===== src/rtl/dma_pkg.sv =====
// rtl/dma_pkg.sv - shared types and constants for the DMA burst planner
//
// Purpose: state and error encodings, burst request record, 4 KB boundary constant.
// Ports: none (package).
package dma_pkg;

    localparam int DMA_4KB = 4096;

    typedef enum logic [1:0] {
        IDLE  = 2'd0,
        CALC  = 2'd1,
        ISSUE = 2'd2,
        DRAIN = 2'd3
    } dma_bp_st_e;

    typedef enum logic [1:0] {
        NONE            = 2'd0,
        ADDR_OVF        = 2'd1,
        SPURIOUS_FINISH = 2'd2
    } dma_bp_err_e;

    // Widest-case burst record for consumers that want one bundle.
    typedef struct packed {
        logic [63:0] addr;
        logic [7:0]  alen;
        logic [2:0]  size;
        logic [11:0] head;
        logic [11:0] tail;
        logic        last;
    } s_dma_burst_req_t;

endpackage


===== src/rtl/dma_burst_calc.sv =====
// rtl/dma_burst_calc.sv - combinational burst split arithmetic
//
// Purpose: from current address A and remaining bytes R, compute the next legal
// INCR burst (limited by data end, MAX_BEATS and the next 4 KB boundary) and the
// A/R left after it.
// Ports:
//   cur_addr_i   A, one bit wider than the bus so A may equal 2^ADDR_WIDTH
//   rem_i        R
//   burst_addr_o beat-aligned burst start
//   alen_o       beats-1
//   head_o       leading bytes to drop in the first beat
//   tail_o       trailing bytes to drop in the last beat
//   last_o       no bytes remain after this burst
//   next_addr_o  A after this burst
//   next_rem_o   R after this burst
module dma_burst_calc
    import dma_pkg::*;
#(
    parameter int  DATA_WIDTH = 512,
    parameter int  ADDR_WIDTH = 32,
    parameter int  MAX_BEATS  = 256,
    localparam int OFFS_W     = $clog2(DATA_WIDTH / 8)
) (
    input  logic [ADDR_WIDTH:0]   cur_addr_i,
    input  logic [ADDR_WIDTH:0]   rem_i,
    output logic [ADDR_WIDTH-1:0] burst_addr_o,
    output logic [7:0]            alen_o,
    output logic [OFFS_W-1:0]     head_o,
    output logic [OFFS_W-1:0]     tail_o,
    output logic                  last_o,
    output logic [ADDR_WIDTH:0]   next_addr_o,
    output logic [ADDR_WIDTH:0]   next_rem_o
);

    localparam int BPB = DATA_WIDTH / 8;
    localparam int AW1 = ADDR_WIDTH + 1;

    logic [ADDR_WIDTH:0] need;
    logic [ADDR_WIDTH:0] to4k;
    logic [ADDR_WIDTH:0] beats;
    logic [ADDR_WIDTH:0] bytes;
    logic [OFFS_W-1:0]   end_lo;

    // head+R never exceeds 2^ADDR_WIDTH, so the rounded sum fits in AW1 bits.
    assign need   = (AW1'(head_o) + rem_i + AW1'(BPB - 1)) >> OFFS_W;
    assign to4k   = AW1'(DMA_4KB / BPB) - AW1'(cur_addr_i[11:OFFS_W]);
    // Only the byte lane of the data end matters for the tail.
    assign end_lo = cur_addr_i[OFFS_W-1:0] + rem_i[OFFS_W-1:0];

    always_comb begin
        beats = need;
        if (beats > AW1'(MAX_BEATS)) begin
            beats = AW1'(MAX_BEATS);
        end
        if (beats > to4k) begin
            beats = to4k;
        end
    end

    assign head_o       = cur_addr_i[OFFS_W-1:0];
    // A split burst always ends beat-aligned, so the tail only applies to the final piece.
    assign tail_o       = (beats == need) ? (OFFS_W'(0) - end_lo) : '0;
    assign bytes        = (beats << OFFS_W) - AW1'(head_o) - AW1'(tail_o);
    assign alen_o       = 8'(beats - AW1'(1));
    assign burst_addr_o = {cur_addr_i[ADDR_WIDTH-1:OFFS_W], {OFFS_W{1'b0}}};
    assign next_addr_o  = cur_addr_i + bytes;
    assign next_rem_o   = rem_i - bytes;
    assign last_o       = (next_rem_o == '0);

endmodule


===== src/rtl/dma_burst_planner.sv =====
// rtl/dma_burst_planner.sv - descriptor to INCR burst request planner
//
// Purpose: splits one descriptor (byte address + byte count) into bursts legal
// for one AXI side, tracks outstanding bursts and pulses done_o when all finish.
// Optional: define DMA_BURST_PLANNER_PERF_EN to add perf_bursts_o / perf_stall_o.
// Ports:
//   clk, rstn                      clock, async active-low reset
//   start_i, desc_addr_i,
//   desc_bytes_i                   descriptor in (ignored while busy_o)
//   busy_o, done_o                 descriptor in progress / complete pulse
//   err_o, err_src_o, err_addr_o   sticky error, source, address
//   req_valid_o, req_ready_i,
//   req_addr_o .. req_last_o       burst request handshake and fields
//   resp_finish_i                  one pulse per completed burst
module dma_burst_planner
    import dma_pkg::*;
#(
    parameter int  DATA_WIDTH      = 512,
    parameter int  ADDR_WIDTH      = 32,
    parameter int  MAX_BEATS       = 256,
    parameter int  MAX_OUTSTANDING = 4,
    parameter int  STREAM_TYPE     = 0,
    localparam int OFFS_W          = $clog2(DATA_WIDTH / 8)
) (
    input  logic                  clk,
    input  logic                  rstn,
    input  logic                  start_i,
    input  logic [ADDR_WIDTH-1:0] desc_addr_i,
    input  logic [31:0]           desc_bytes_i,
    output logic                  busy_o,
    output logic                  done_o,
    output logic                  err_o,
    output logic [1:0]            err_src_o,
    output logic [ADDR_WIDTH-1:0] err_addr_o,
    output logic                  req_valid_o,
    input  logic                  req_ready_i,
    output logic [ADDR_WIDTH-1:0] req_addr_o,
    output logic [7:0]            req_alen_o,
    output logic [2:0]            req_size_o,
    output logic [OFFS_W-1:0]     req_head_o,
    output logic [OFFS_W-1:0]     req_tail_o,
    output logic                  req_last_o,
    input  logic                  resp_finish_i
`ifdef DMA_BURST_PLANNER_PERF_EN
    ,
    output logic [31:0]           perf_bursts_o,
    output logic [31:0]           perf_stall_o
`endif
);

    localparam int AW1   = ADDR_WIDTH + 1;
    localparam int SW    = ((ADDR_WIDTH > 32) ? ADDR_WIDTH : 32) + 1;
    localparam int OUT_W = $clog2(MAX_OUTSTANDING + 1);

    if (DATA_WIDTH < 16 || DATA_WIDTH > 8 * DMA_4KB || ADDR_WIDTH < 12 ||
        MAX_BEATS < 1 || MAX_BEATS > 256 || MAX_OUTSTANDING < 1 ||
        STREAM_TYPE < 0 || STREAM_TYPE > 1) begin : g_bad_params
        $error("dma_burst_planner: illegal parameter set");
    end

    dma_bp_st_e            state_q;
    dma_bp_err_e           err_src_q;
    logic [ADDR_WIDTH:0]   cur_a_q;
    logic [ADDR_WIDTH:0]   rem_q;
    logic [OUT_W-1:0]      outst_q;
    logic                  busy_q, done_q, err_q, req_valid_q, req_last_q;
    logic [ADDR_WIDTH-1:0] err_addr_q, req_addr_q;
    logic [7:0]            req_alen_q;
    logic [2:0]            req_size_q;
    logic [OFFS_W-1:0]     req_head_q, req_tail_q;

    logic [ADDR_WIDTH-1:0] c_addr;
    logic [7:0]            c_alen;
    logic [OFFS_W-1:0]     c_head, c_tail;
    logic                  c_last;
    logic [ADDR_WIDTH:0]   c_next_a, c_next_r;

    logic                  hs;
    logic                  credit_ok;
    logic                  desc_ovf;
    logic [SW-1:0]         desc_end;

    dma_burst_calc #(
        .DATA_WIDTH (DATA_WIDTH),
        .ADDR_WIDTH (ADDR_WIDTH),
        .MAX_BEATS  (MAX_BEATS)
    ) u_calc (
        .cur_addr_i   (cur_a_q),
        .rem_i        (rem_q),
        .burst_addr_o (c_addr),
        .alen_o       (c_alen),
        .head_o       (c_head),
        .tail_o       (c_tail),
        .last_o       (c_last),
        .next_addr_o  (c_next_a),
        .next_rem_o   (c_next_r)
    );

    assign hs        = req_valid_q & req_ready_i;
    assign credit_ok = (outst_q < OUT_W'(MAX_OUTSTANDING));
    // Ending exactly at 2^ADDR_WIDTH is legal; one byte beyond is not.
    assign desc_end  = SW'(desc_addr_i) + SW'(desc_bytes_i);
    assign desc_ovf  = (desc_end > (SW'(1) << ADDR_WIDTH));

    always_ff @(posedge clk or negedge rstn) begin
        if (!rstn) begin
            state_q     <= IDLE;
            err_src_q   <= NONE;
            cur_a_q     <= '0;
            rem_q       <= '0;
            outst_q     <= '0;
            busy_q      <= 1'b0;
            done_q      <= 1'b0;
            err_q       <= 1'b0;
            err_addr_q  <= '0;
            req_valid_q <= 1'b0;
            req_addr_q  <= '0;
            req_alen_q  <= '0;
            req_size_q  <= '0;
            req_head_q  <= '0;
            req_tail_q  <= '0;
            req_last_q  <= 1'b0;
        end else begin
            done_q <= 1'b0;
            case (state_q)
                IDLE: begin
                    if (start_i) begin
                        err_q      <= 1'b0;
                        err_src_q  <= NONE;
                        err_addr_q <= '0;
                        cur_a_q    <= AW1'(desc_addr_i);
                        rem_q      <= AW1'(desc_bytes_i);
                        if (desc_bytes_i == 32'd0) begin
                            done_q <= 1'b1;
                        end else if (desc_ovf) begin
                            err_q      <= 1'b1;
                            err_src_q  <= ADDR_OVF;
                            err_addr_q <= desc_addr_i;
                            done_q     <= 1'b1;
                        end else begin
                            busy_q  <= 1'b1;
                            state_q <= CALC;
                        end
                    end
                end
                CALC: begin
                    if (credit_ok) begin
                        req_valid_q <= 1'b1;
                        req_addr_q  <= c_addr;
                        req_alen_q  <= c_alen;
                        req_size_q  <= 3'(OFFS_W);
                        req_head_q  <= c_head;
                        req_tail_q  <= c_tail;
                        req_last_q  <= c_last;
                        cur_a_q     <= c_next_a;
                        rem_q       <= c_next_r;
                        state_q     <= ISSUE;
                    end
                end
                ISSUE: begin
                    // rem_q already holds what is left after the burst on offer.
                    if (req_ready_i) begin
                        req_valid_q <= 1'b0;
                        state_q     <= (rem_q == '0) ? DRAIN : CALC;
                    end
                end
                DRAIN: begin
                    if (outst_q == '0) begin
                        busy_q  <= 1'b0;
                        done_q  <= 1'b1;
                        state_q <= IDLE;
                    end
                end
                default: state_q <= IDLE;
            endcase

            if (hs && !resp_finish_i) begin
                outst_q <= outst_q + OUT_W'(1);
            end else if (!hs && resp_finish_i) begin
                if (outst_q != '0) begin
                    outst_q <= outst_q - OUT_W'(1);
                end else begin
                    err_q      <= 1'b1;
                    err_src_q  <= SPURIOUS_FINISH;
                    err_addr_q <= cur_a_q[ADDR_WIDTH-1:0];
                end
            end
        end
    end

    assign busy_o      = busy_q;
    assign done_o      = done_q;
    assign err_o       = err_q;
    assign err_src_o   = err_src_q;
    assign err_addr_o  = err_addr_q;
    assign req_valid_o = req_valid_q;
    assign req_addr_o  = req_addr_q;
    assign req_alen_o  = req_alen_q;
    assign req_size_o  = req_size_q;
    assign req_head_o  = req_head_q;
    assign req_tail_o  = req_tail_q;
    assign req_last_o  = req_last_q;

`ifdef DMA_BURST_PLANNER_PERF_EN
    logic [31:0] perf_bursts_q, perf_stall_q;
    logic        stall_evt;

    assign stall_evt = (req_valid_q & ~req_ready_i) | ((state_q == CALC) & ~credit_ok);

    always_ff @(posedge clk or negedge rstn) begin
        if (!rstn) begin
            perf_bursts_q <= '0;
            perf_stall_q  <= '0;
        end else if (start_i && state_q == IDLE) begin
            perf_bursts_q <= '0;
            perf_stall_q  <= '0;
        end else begin
            if (hs && perf_bursts_q != '1) begin
                perf_bursts_q <= perf_bursts_q + 32'd1;
            end
            if (stall_evt && perf_stall_q != '1) begin
                perf_stall_q <= perf_stall_q + 32'd1;
            end
        end
    end

    assign perf_bursts_o = perf_bursts_q;
    assign perf_stall_o  = perf_stall_q;
`endif

endmodule

===== config.mk =====
export PLATFORM = sky130hd
export DESIGN_NAME = dma_burst_planner
export DESIGN_NICKNAME = d
export VERILOG_FILES = /design/src/rtl/dma_pkg.sv /design/src/rtl/dma_burst_calc.sv /design/src/rtl/dma_burst_planner.sv
export SDC_FILE = /design/constraint.sdc
export NUM_CORES = 1
export LEC_CHECK = 0
export CAP_MARGIN = 30
export CORE_ASPECT_RATIO = 2
export CORE_MARGIN = 8
export CORE_UTILIZATION = 35
export DETAILED_ROUTE_END_ITERATION = 7
export GPL_TIMING_DRIVEN = 0
export SLEW_MARGIN = 20
export SYNTH_ARGS = -nofsm -noshare
export SYNTH_HDL_FRONTEND = slang
export SYNTH_SLANG_ARGS = --single-unit
export TNS_END_PERCENT = 100

===== constraint.sdc =====
create_clock -name clk -period 10.37 [get_ports clk]
set_input_delay 1.037 -clock clk [delete_from_list [all_inputs] [get_ports clk]]
set_output_delay 1.037 -clock clk [all_outputs]
set_load 0.005 [all_outputs]

# After elaboration in Yosys (flattened, before gate mapping)
# Index checks and enable logic that the tools add are counted.
dict set report classes {
  magnitude_cmp 4
  muxes 53
  bitwise_logic 1
  reduce_logical 21
  add_sub_neg 13
  n_eq_ne 10
}
# cell n
set ops {}
lappend ops {{$mux 32} 7}
lappend ops {{$mux 33} 5}
lappend ops {{$pmux 33 s2} 2}
lappend ops {{$logic_not 33->1} 2}
lappend ops {{$sub 33x6->33} 2}
lappend ops {{$add 32x32->33} 1}
lappend ops {{$add 33x33->33} 1}
lappend ops {{$add 33x6->33 const B} 1}
lappend ops {{$add 6x33->33} 1}
lappend ops {{$eq 33x27->1} 1}
lappend ops {{$gt 33x33->1} 1}
lappend ops {{$gt 33x33->1 const B} 1}
lappend ops {{$sub 33x33->33} 1}
lappend ops {{$logic_not 32->1} 1}
lappend ops {{$gt 27x9->1 const B} 1}
lappend ops {{$mux 27} 1}
lappend ops {{$mux 2} 12}
lappend ops {{$mux 1} 18}
lappend ops {{$ne 2x2->1 const B} 6}
lappend ops {{$reduce_bool 2->1} 5}
lappend ops {{$mux 3} 3}
lappend ops {{$pmux 2 s4} 1}
lappend ops {{$sub 7x6->8 const A} 1}
lappend ops {{$sub 8x1->8 const B} 1}
lappend ops {{other kinds (19)} 26}
dict set report word_totals {
  word_cells 118
  output_inout_bits 94
  reg_bits 157
  inputBits 69
}

# Longest topological paths before layout
# Gate-level depths: netlist of run 1.
dict set report depth {
  word_depth 12
  ltp_mapped 53
  depth_no_buf 49
}

# Modules after synthesis
# Synthesis of run 1 repeated with hierarchy kept, for this count alone.
dict set report hier_totals {
  cells_unflattened 1828
  area_unflattened_um2 15453.6
}
# module seq_area_each_um2 area_per_inst_um2 cells_per_inst n_inst
set by_module_without_submodules {}
lappend by_module_without_submodules {dma_burst_planner 4078.9 9494.1 962 1}
lappend by_module_without_submodules {dma_burst_calc 0.0 5959.5 866 1}

# Worst setup path before layout of run 1
# Ideal clock, no wire load.
dict set report synth_timing {
  path_kind {flip-flop to flip-flop}
  from {reg cur_a_q[2]}
  to {reg rem_q[32]}
  setup_time_ps 124
  t_arrival_ps 9816
  path_buffers 4
  path_stages_with_launch 53
  required_ps 10246
  setup_slack_ps 430
  path_cell_list {dfrtp_1 > inv_1 > ha_1 > inv_1 > ha_1 > a211oi_1 > o211ai_1 > buf_2 > and2_1 > clkbuf_1 > o31a_1 > o221ai_1 > nand2_1 > or2_2 > nor3_1 > ha_1 > nor2b_1 > o21a_1 > [17 not listed] > a21oi_1 > nand3_2 > nor2_1 > clkbuf_1 > inv_1 > ha_1 > a21o_1 > a21o_1 > a21o_1 > a21o_1 > a211o_1 > a211oi_1 > nand3b_1 > nor2_1 > o41ai_1 > xor2_1 > nor3_1 > a211o_1}
}
dict set report synth_between {
  elab_chain_cells 12
}
# element line_no
set synth_rtl {}
lappend synth_rtl {{from (decl)} dma_burst_planner.sv:63} ;# logic [ADDR_WIDTH:0] cur_a_q;
lappend synth_rtl {{from (signal assigned)} dma_burst_planner.sv:131} ;# cur_a_q <= AW1'(desc_addr_i);
lappend synth_rtl {{from (signal assigned)} dma_burst_planner.sv:155} ;# cur_a_q <= c_next_a;
lappend synth_rtl {{$add 6x33->33 (*)} dma_burst_calc.sv:45} ;# assign need = (AW1'(head_o) + rem_i + AW1'(BPB - 1)) >> OFFS_W;
lappend synth_rtl {{$add 33x6->33 (*)} dma_burst_calc.sv:45}
lappend synth_rtl {{$gt 27x9->1} dma_burst_calc.sv:52} ;# if (beats > AW1'(MAX_BEATS)) begin
lappend synth_rtl {{$mux 27} dma_burst_calc.sv:52}
lappend synth_rtl {{$gt 33x33->1} dma_burst_calc.sv:55} ;# if (beats > to4k) begin
lappend synth_rtl {{$mux 33} dma_burst_calc.sv:55}
lappend synth_rtl {{$eq 33x27->1 (*)} dma_burst_calc.sv:62} ;# assign tail_o = (beats == need) ? (OFFS_W'(0) - end_lo) : '0;
lappend synth_rtl {{$mux 6 (*)} dma_burst_calc.sv:62}
lappend synth_rtl {{net c_tail[1]} dma_burst_planner.sv:74} ;# logic [OFFS_W-1:0] c_head, c_tail;
lappend synth_rtl {{$sub 33x6->33 (*)} dma_burst_calc.sv:63} ;# assign bytes = (beats << OFFS_W) - AW1'(head_o) - AW1'(tail_o);
lappend synth_rtl {{$sub 33x33->33 (*)} dma_burst_calc.sv:67} ;# assign next_rem_o = rem_i - bytes;
lappend synth_rtl {{$mux 33 (*)} dma_burst_planner.sv:147} ;# if (credit_ok) begin
lappend synth_rtl {{$pmux 33 s2 (*)} dma_burst_planner.sv:125} ;# case (state_q)
lappend synth_rtl {{to (signal assigned)} dma_burst_planner.sv:132} ;# rem_q <= AW1'(desc_bytes_i);
lappend synth_rtl {{to (signal assigned)} dma_burst_planner.sv:156} ;# rem_q <= c_next_r;
lappend synth_rtl {{to (decl)} dma_burst_planner.sv:64} ;# logic [ADDR_WIDTH:0] rem_q;
# Mark *: on every way through the listed nets, which the timed path passes. The rest lies on a longest branch. The select of a mux whose other input is x is not followed.
# A chain may end at the register's enable or synchronous reset.

# Worst setup path in the final report of run 1
dict set report layout_timing {
  from {reg cur_a_q[5]}
  to {reg rem_q[32]}
}
# Same word-level chain as after synthesis.

==> results of run 1 <==
==> placed cells by master, fill, tap and decap left out, types with 16 or more instances in the layout <==
master	netlist	routed
nand3_1	38	38
a221oi_1	33	33
nand4_1	32	32
clkbuf_16	0	17
inv_1	101	97
a21o_1	47	47
buf_4	10	39
nor2_1	162	160
mux2i_1	59	59
nand2b_1	16	16
nand2_1	242	241
nor3_1	34	31
clkbuf_1	64	62
ha_1	140	134
and3_1	20	20
clkdlybuf4s50_1	0	154
a21oi_1	103	98
o21ai_0	140	137
o21a_1	21	21
xnor2_1	72	71
nor4_1	26	22
dfrtp_1	156	152
xor2_1	44	42
==> through the flow <==
step | setup WS, ns | setup TNS, ns | std cells
finish | 0.487 | 0 | 2551
detailed placement | -2.01 | -25.42 | 2493
global placement | -1.93 | -23.99 | 2490
global route | -0.0880 | -0.189 | 2551
CTS | 0.0570 | 0 | 2530
floorplan | 0.430 | 0 | 1800
==> tightest hold or removal path, stage by stage (launching register included) <==
cell and delay, ns:
dfrtp_1 0.34, nand2_1 0.05, nand2_1 0.05
==> cell families (layout without fill, tap and decap cells) <==
| kind of cell | Yosys count | after routing | synth area share [%] |
|---|---|---|---|
| fa+ha+maj | 146 | 146 | 13.0 |
| buf+inv | 189 | 405 | 5.24 |
| flops | 156 | 156 | 27.2 |
| compound gates | 463 | 463 | 20.8 |
| other cells | 1 | 7 | 0.0261 |
| xor+xnor | 116 | 116 | 7.07 |
| simple gates | 655 | 655 | 21.7 |
| mux | 68 | 68 | 4.91 |
==> flip-flops by register name, summed over array words and instances, names as in the netlist <==
| name | cells |
|---|---|
| err_o | 1 |
| req_alen_o | 8 |
| done_o | 1 |
| req_last_o | 1 |
| cur_a_q | 32 |
| req_tail_o | 6 |
| state_q | 2 |
| err_addr_o | 32 |
| req_valid_o | 1 |
| busy_o | 1 |
| rem_q | 33 |
| outst_q | 3 |
| err_src_o | 2 |
| req_head_o | 6 |
| req_size_o | 1 |
| req_addr_o | 26 |
==> layout make-up <==
class,count,share of cell area (%)
clock buffer,18,2.41
clock inverter,14,0.992
multi-input combinational,1455,56.4
sequential,156,22.0
buffer,82,2.03
inverter,104,2.19
timing repair buffer,187,10.2
tap,535,3.76
==> how the worst max path moves through the flow <==
stage	end	slack [ns]	start
final	rem_q[32]$_DFFE_PN0P_	0.49	cur_a_q[5]$_DFFE_PN0P_
after global routing	rem_q[32]$_DFFE_PN0P_	-0.09	cur_a_q[5]$_DFFE_PN0P_
after CTS	rem_q[32]$_DFFE_PN0P_	0.06	cur_a_q[2]$_DFFE_PN0P_
after detailed placement	rem_q[32]$_DFFE_PN0P_	-2.01	cur_a_q[2]$_DFFE_PN0P_
after global placement	rem_q[32]$_DFFE_PN0P_	-1.93	cur_a_q[2]$_DFFE_PN0P_
after floorplan	rem_q[32]$_DFFE_PN0P_	0.43	cur_a_q[2]$_DFFE_PN0P_
==> power groups by stage <==
stage               clock network [W]  registers (W)  logic (W)
floorplan                           0        0.00110    0.00355
global placement                    0        0.00120    0.00488
detailed placement                  0        0.00120    0.00489
CTS                          0.000669        0.00119    0.00507
global route                 0.000691        0.00122    0.00586
finish                       0.000659        0.00119    0.00530
==> repair_timing <==
item,in CTS,in global routing
gates resized for setup,30,38
setup endpoints to repair,36,20
setup buffers,7,22
pin swaps,8,20
==> metal layers <==
layer	share of wire (%)	GRT usage [%]	vias up
li1	-	-	6826
met1	42	25.9	6688
met2	48	37.6	509
met3	6.0	4.05	90
met4	3.9	8.57	0
met5	0	0	-
==> impl_metrics.yaml, run 1 <==
clocking:
  numCtsBuffers: 17
  cts_tree: "done"
  path_clk_slew_ns: 0.08
  worstSkewPairLatency_ns: 0.46
  clock-sinks: 156
  cts_root_buffer: "clkbuf_16"
  cts-hold-fix-buffers: 0
  htree_levels: 4
  clockBufferDepth: 2
detailed_routing:
  antenna_left: 0
  vias: 14100
  viasPerCell: 5.53
  drtIter0Drc: 927
  dr.pass1.iters: 5
  routedWlPerCell_um: 20.8
  wirelength_um: 53100
  drc_errors: 0
global_route:
  grt_overflow_total: 0
  antenna_found_initial: 0
  track_usage_pct: 21.6
  grt_max_degree: 85
  grt_pass1_wl_um: 81000
  grt_pass1_vias: 13900
sta:
  finalCriticalPeriod_ns: 9.88
  hold_ws_ns: 0.476
  period_share_pct: 95.3
  slew_headroom_pct: 40.5
  max_freq_mhz: 101
  tightest_slew_ns: 0.889
  report.final.slew_viol_count: 0
  clock_skew_ns: 0.0136
  setup_violations: 0
  hold_viol_final: 0
cells_and_area:
  num_antenna_cells: 0
  nets: 2218
  multi_input_area_mm2: 0.0100
  drive_above_1_share_pct: 7.64
  stdcell_area_mm2: 0.0178
  seq_area_mm2: 0.00391
  nFillCells: 4154
  final_core_util_pct: 43.7
  synthToLayoutAreaGrowth_pct: 23.9
power:
  p_sw_share_pct: 51.4
  leakage_nw: 7.83
  p_sw_w: 0.00367
  total_power_w: 0.00715
  internal_power_w: 0.00347
  ir_drop_v: 0.000176
  power_density_mw_per_mm2: 402
  power_frac_comb_pct: 74.1
  clockPowerShare_pct: 9.2
  power_frac_seq_pct: 16.7
outcome:
  status: "complete, no violations"
hold_path:
  min_path_type: "reg -> reg"
  hold_end: "req_addr_o[14]$_DFFE_PN0P_"
  hold_start: "req_addr_o[14]$_DFFE_PN0P_"
  hold_depth: 2
synthesis:
  synth_edf_count: 0
  synth-async-reset-ratio_pct: 100
  yosysSeqAreaShare_pct: 27.2
  netlist_instances: 1794
  synth_top_area_share_pct: 27.2
  ys_top_cells_by_area: "dfrtp_1 (27%), ha_1 (12%), nand2_1 (6.3%)"
  synth_most_common_cell: "nand2_1"
  synth_cell_type_count: 78
  synth_top_cell_by_area: "dfrtp_1"
  synth-main-ff-cell: "dfrtp_1"
  yosysWarnings: 0
  synth_common_cells: "nand2_1 (242), nor2_1 (162), dfrtp_1 (156)"
  ys_ff_latch: 156
  avgSynthCellArea_um2: 8.01
  netlist_area_mm2: 0.0144
critical_path:
  critPathTopFamily: "compound AO/OA/AOI/OAI gates"
  crit_cells: 47
  crit_fanout: 10
  path_buf_inv: 9
  slowest_stage: "nor3_1"
  r2r_slack_ns: 0.49
  critical-path-max-stage-delay_ns: 0.60
  endpoint_kind: "register"
  start_kind: "register"
  crit_type: "reg -> reg"
  worstReg2RegStart: "cur_a_q[5]$_DFFE_PN0P_"
  arrival_ns: 10.23
  critical_path_required_ns: 10.71
  regToRegEndpoint: "rem_q[32]$_DFFE_PN0P_"
  rr_worst_depth: 47
die:
  initial_core_util_pct: 35.3
  row_count: 105
  coreArea_mm2: 0.0407
  die_area_mm2: 0.0482
  die_height_um: 302
  io_pins: 163
  die_w_um: 159
placement:
  postPlaceCellArea_mm2: 0.0167
  hpwl_um: 42400
  gp_congestion: 0.952
  place.port_buffers: 155
flow_run:
  maxCapViolations: 0
Power figures use the tool's default switching activity.
==> run 2, diff against run 1 <==
--- a/config.mk
+++ b/config.mk
@@ -6,7 +6,6 @@
 export NUM_CORES = 1
 export LEC_CHECK = 0
 export CAP_MARGIN = 30
-export CORE_ASPECT_RATIO = 2
 export CORE_MARGIN = 8
 export CORE_UTILIZATION = 35
 export DETAILED_ROUTE_END_ITERATION = 7
==> impl_metrics.yaml, run 2 (synthesis gave the netlist of run 1 again) <==
global_route:
  grt_pass1_wl_um: 81300
  grt_max_degree: 82
  antenna_found_initial: 1
  grt_pass1_vias: 13900
  grt_overflow_total: 0
  track_usage_pct: 21.7
critical_path:
  crit_start: "cur_a_q[3]$_DFFE_PN0P_"
  crit_fanout: 10
  slowest_stage: "o32ai_1"
  worstReg2RegStart: "cur_a_q[3]$_DFFE_PN0P_"
  start_kind: "register"
  crit_type: "reg -> reg"
  arrival_ns: 10.19
  endpoint_kind: "register"
  critical-path-max-stage-delay_ns: 0.68
  critical_path_required_ns: 10.72
sta:
  max_freq_mhz: 102
  hold_viol_final: 0
  clock_skew_ns: 0.0166
  report.final.slew_viol_count: 0
  setup_violations: 0
  slew_headroom_pct: 37.8
  finalCriticalPeriod_ns: 9.84
  tightest_slew_ns: 0.910
  period_share_pct: 94.9
hold_path:
  min_path_type: "reg -> reg"
  hold_start: "req_addr_o[17]$_DFFE_PN0P_"
flow_run:
  maxCapViolations: 0
cells_and_area:
  nFillCells: 4118
  nets: 2218
  largest_reg_flops: 33
  layout_commonest_cell: "nand2_1"
  synthToLayoutAreaGrowth_pct: 23.0
  drive_above_1_share_pct: 7.19
  largest-register: "rem_q"
  layout_common_cells: "nand2_1 (241), nor2_1 (161), dfrtp_1 (154), clkdlybuf4s50_1 (154)"
  stdcell_area_mm2: 0.0177
  num_antenna_cells: 0
  final_core_util_pct: 43.5
clocking:
  clockBufferDepth: 2
  numCtsBuffers: 17
  worstSkewPairLatency_ns: 0.46
  cts_root_buffer: "clkbuf_16"
  cts-hold-fix-buffers: 0
  clock-sinks: 156
  path_clk_slew_ns: 0.07
  htree_levels: 4
  cts_tree: "done"
die:
  coreArea_mm2: 0.0406
  die_w_um: 219
  die_area_mm2: 0.0478
  io_pins: 163
  initial_core_util_pct: 35.3
  row_count: 74
  die_height_um: 219
detailed_routing:
  antenna_left: 0
  drtIter0Drc: 1188
  routedWlPerCell_um: 20.9
  vias: 14400
  viasPerCell: 5.63
  wirelength_um: 53200
  dr.pass1.iters: 6
  drc_errors: 0
placement:
  place.port_buffers: 155
  gp_congestion: 0.979
  postPlaceCellArea_mm2: 0.0166
  hpwl_um: 41900
power:
  p_sw_share_pct: 51.2
  power_frac_comb_pct: 74.1
  p_sw_w: 0.00365
  ir_drop_v: 0.000227
  clockPowerShare_pct: 9.4
  power_density_mw_per_mm2: 403
  leakage_nw: 7.83
  power_frac_seq_pct: 16.6
  internal_power_w: 0.00347
outcome:
  status: "complete, no violations"
run 2: cell types whose count changed in the layout (fill, tap and decap cells not counted), sizes merged:
cell,delta
buf,-2
bufinv,+1
clkbuf,+9
clkdlybuf4s15,-1
clkinv,-1
inv,-6
run 2: per-stage QoR:
stage                     hold WS (ns)  setup TNS [ns]  setup WS [ns]  cells  power (W)
after floorplan                  0.470               0          0.430   1800    0.00465
after global placement           0.462          -27.23          -2.01   2487    0.00604
after detailed placement         0.462          -29.52          -2.07   2489    0.00613
after CTS                        0.479               0          0.112   2528    0.00693
after global routing             0.504         -0.0164        -0.0164   2548    0.00774
final                            0.475               0          0.530   2548    0.00712
run 2: what timing repair did:
item	4_1_cts	5_1_grt
endpoints found under the setup margin	40	17
setup buffers	8	20
pin swaps	4	17
resized for setup	29	25
run 2: worst max-delay path: cells and delay by family (launching register included):
family	cells	cell delay, ns
buffers and inverters	8	0.80
and+or+nand+nor	12	2.62
xor gates and xnor gates	2	0.48
DFF	1	0.38
adders and majority gates	7	1.90
AOI/OAI and AO/OA	15	3.57
run 2: cell type report:
class / count / area [um2] / area share (%)
Timing Repair Buffer: 186 / 1810 / 10.2
Clock inverter: 8 / 108 / 0.609
Sequential cell: 156 / 3910 / 22.1
Tap cell: 532 / 666 / 3.77
Buffer: 83 / 364 / 2.06
Multi-Input combinational cell: 1455 / 9930 / 56.2
Inverter: 104 / 394 / 2.23
Clock buffer: 24 / 492 / 2.78
run 2: path summary, 6_finish.rpt:
path	slack [ns]	end	cells after the start
worst min register to register	0.48	req_addr_o[17]$_DFFE_PN0P_	2
min in group asynchronous	0.54	err_src_o[1]$_DFF_PN0_	1
worst max register to register	0.53	req_last_o$_DFFE_PN0P_	44
worst min-delay path	0.48	req_addr_o[17]$_DFFE_PN0P_	2
max in group asynchronous	8.97	req_tail_o[5]$_DFFE_PN0P_	2
worst max-delay path	0.53	req_last_o$_DFFE_PN0P_	44
run 2: power by group through the flow:
stage	sequential (W)	combinational, W	clock [W]
4_1_cts	0.00118	0.00507	0.000678
5_1_grt	0.00122	0.00582	0.000704
2_1_floorplan	0.00110	0.00355	0
3_3_place_gp	0.00118	0.00486	0
6_report	0.00118	0.00528	0.000667
3_5_place_dp	0.00118	0.00494	0
run 2: routing by layer:
metal	vias to the layer above	GRT usage [%]	routed length [um]
met3	94	4.20	3330
met1	6949	28.0	23200
met2	455	35.3	24600
met4	0	9.05	2090
met5	-	0	0
li1	6853	-	-
==> run 3, diff against run 2 <==
--- a/config.mk
+++ b/config.mk
@@ -10,6 +10,7 @@
 export CORE_UTILIZATION = 35
 export DETAILED_ROUTE_END_ITERATION = 7
 export GPL_TIMING_DRIVEN = 0
+export HOLD_SLACK_MARGIN = 0.15
 export SLEW_MARGIN = 20
 export SYNTH_ARGS = -nofsm -noshare
 export SYNTH_HDL_FRONTEND = slang
==> results of run 3 <==
Final layout, timing and power as in run 2 (identical DEF).
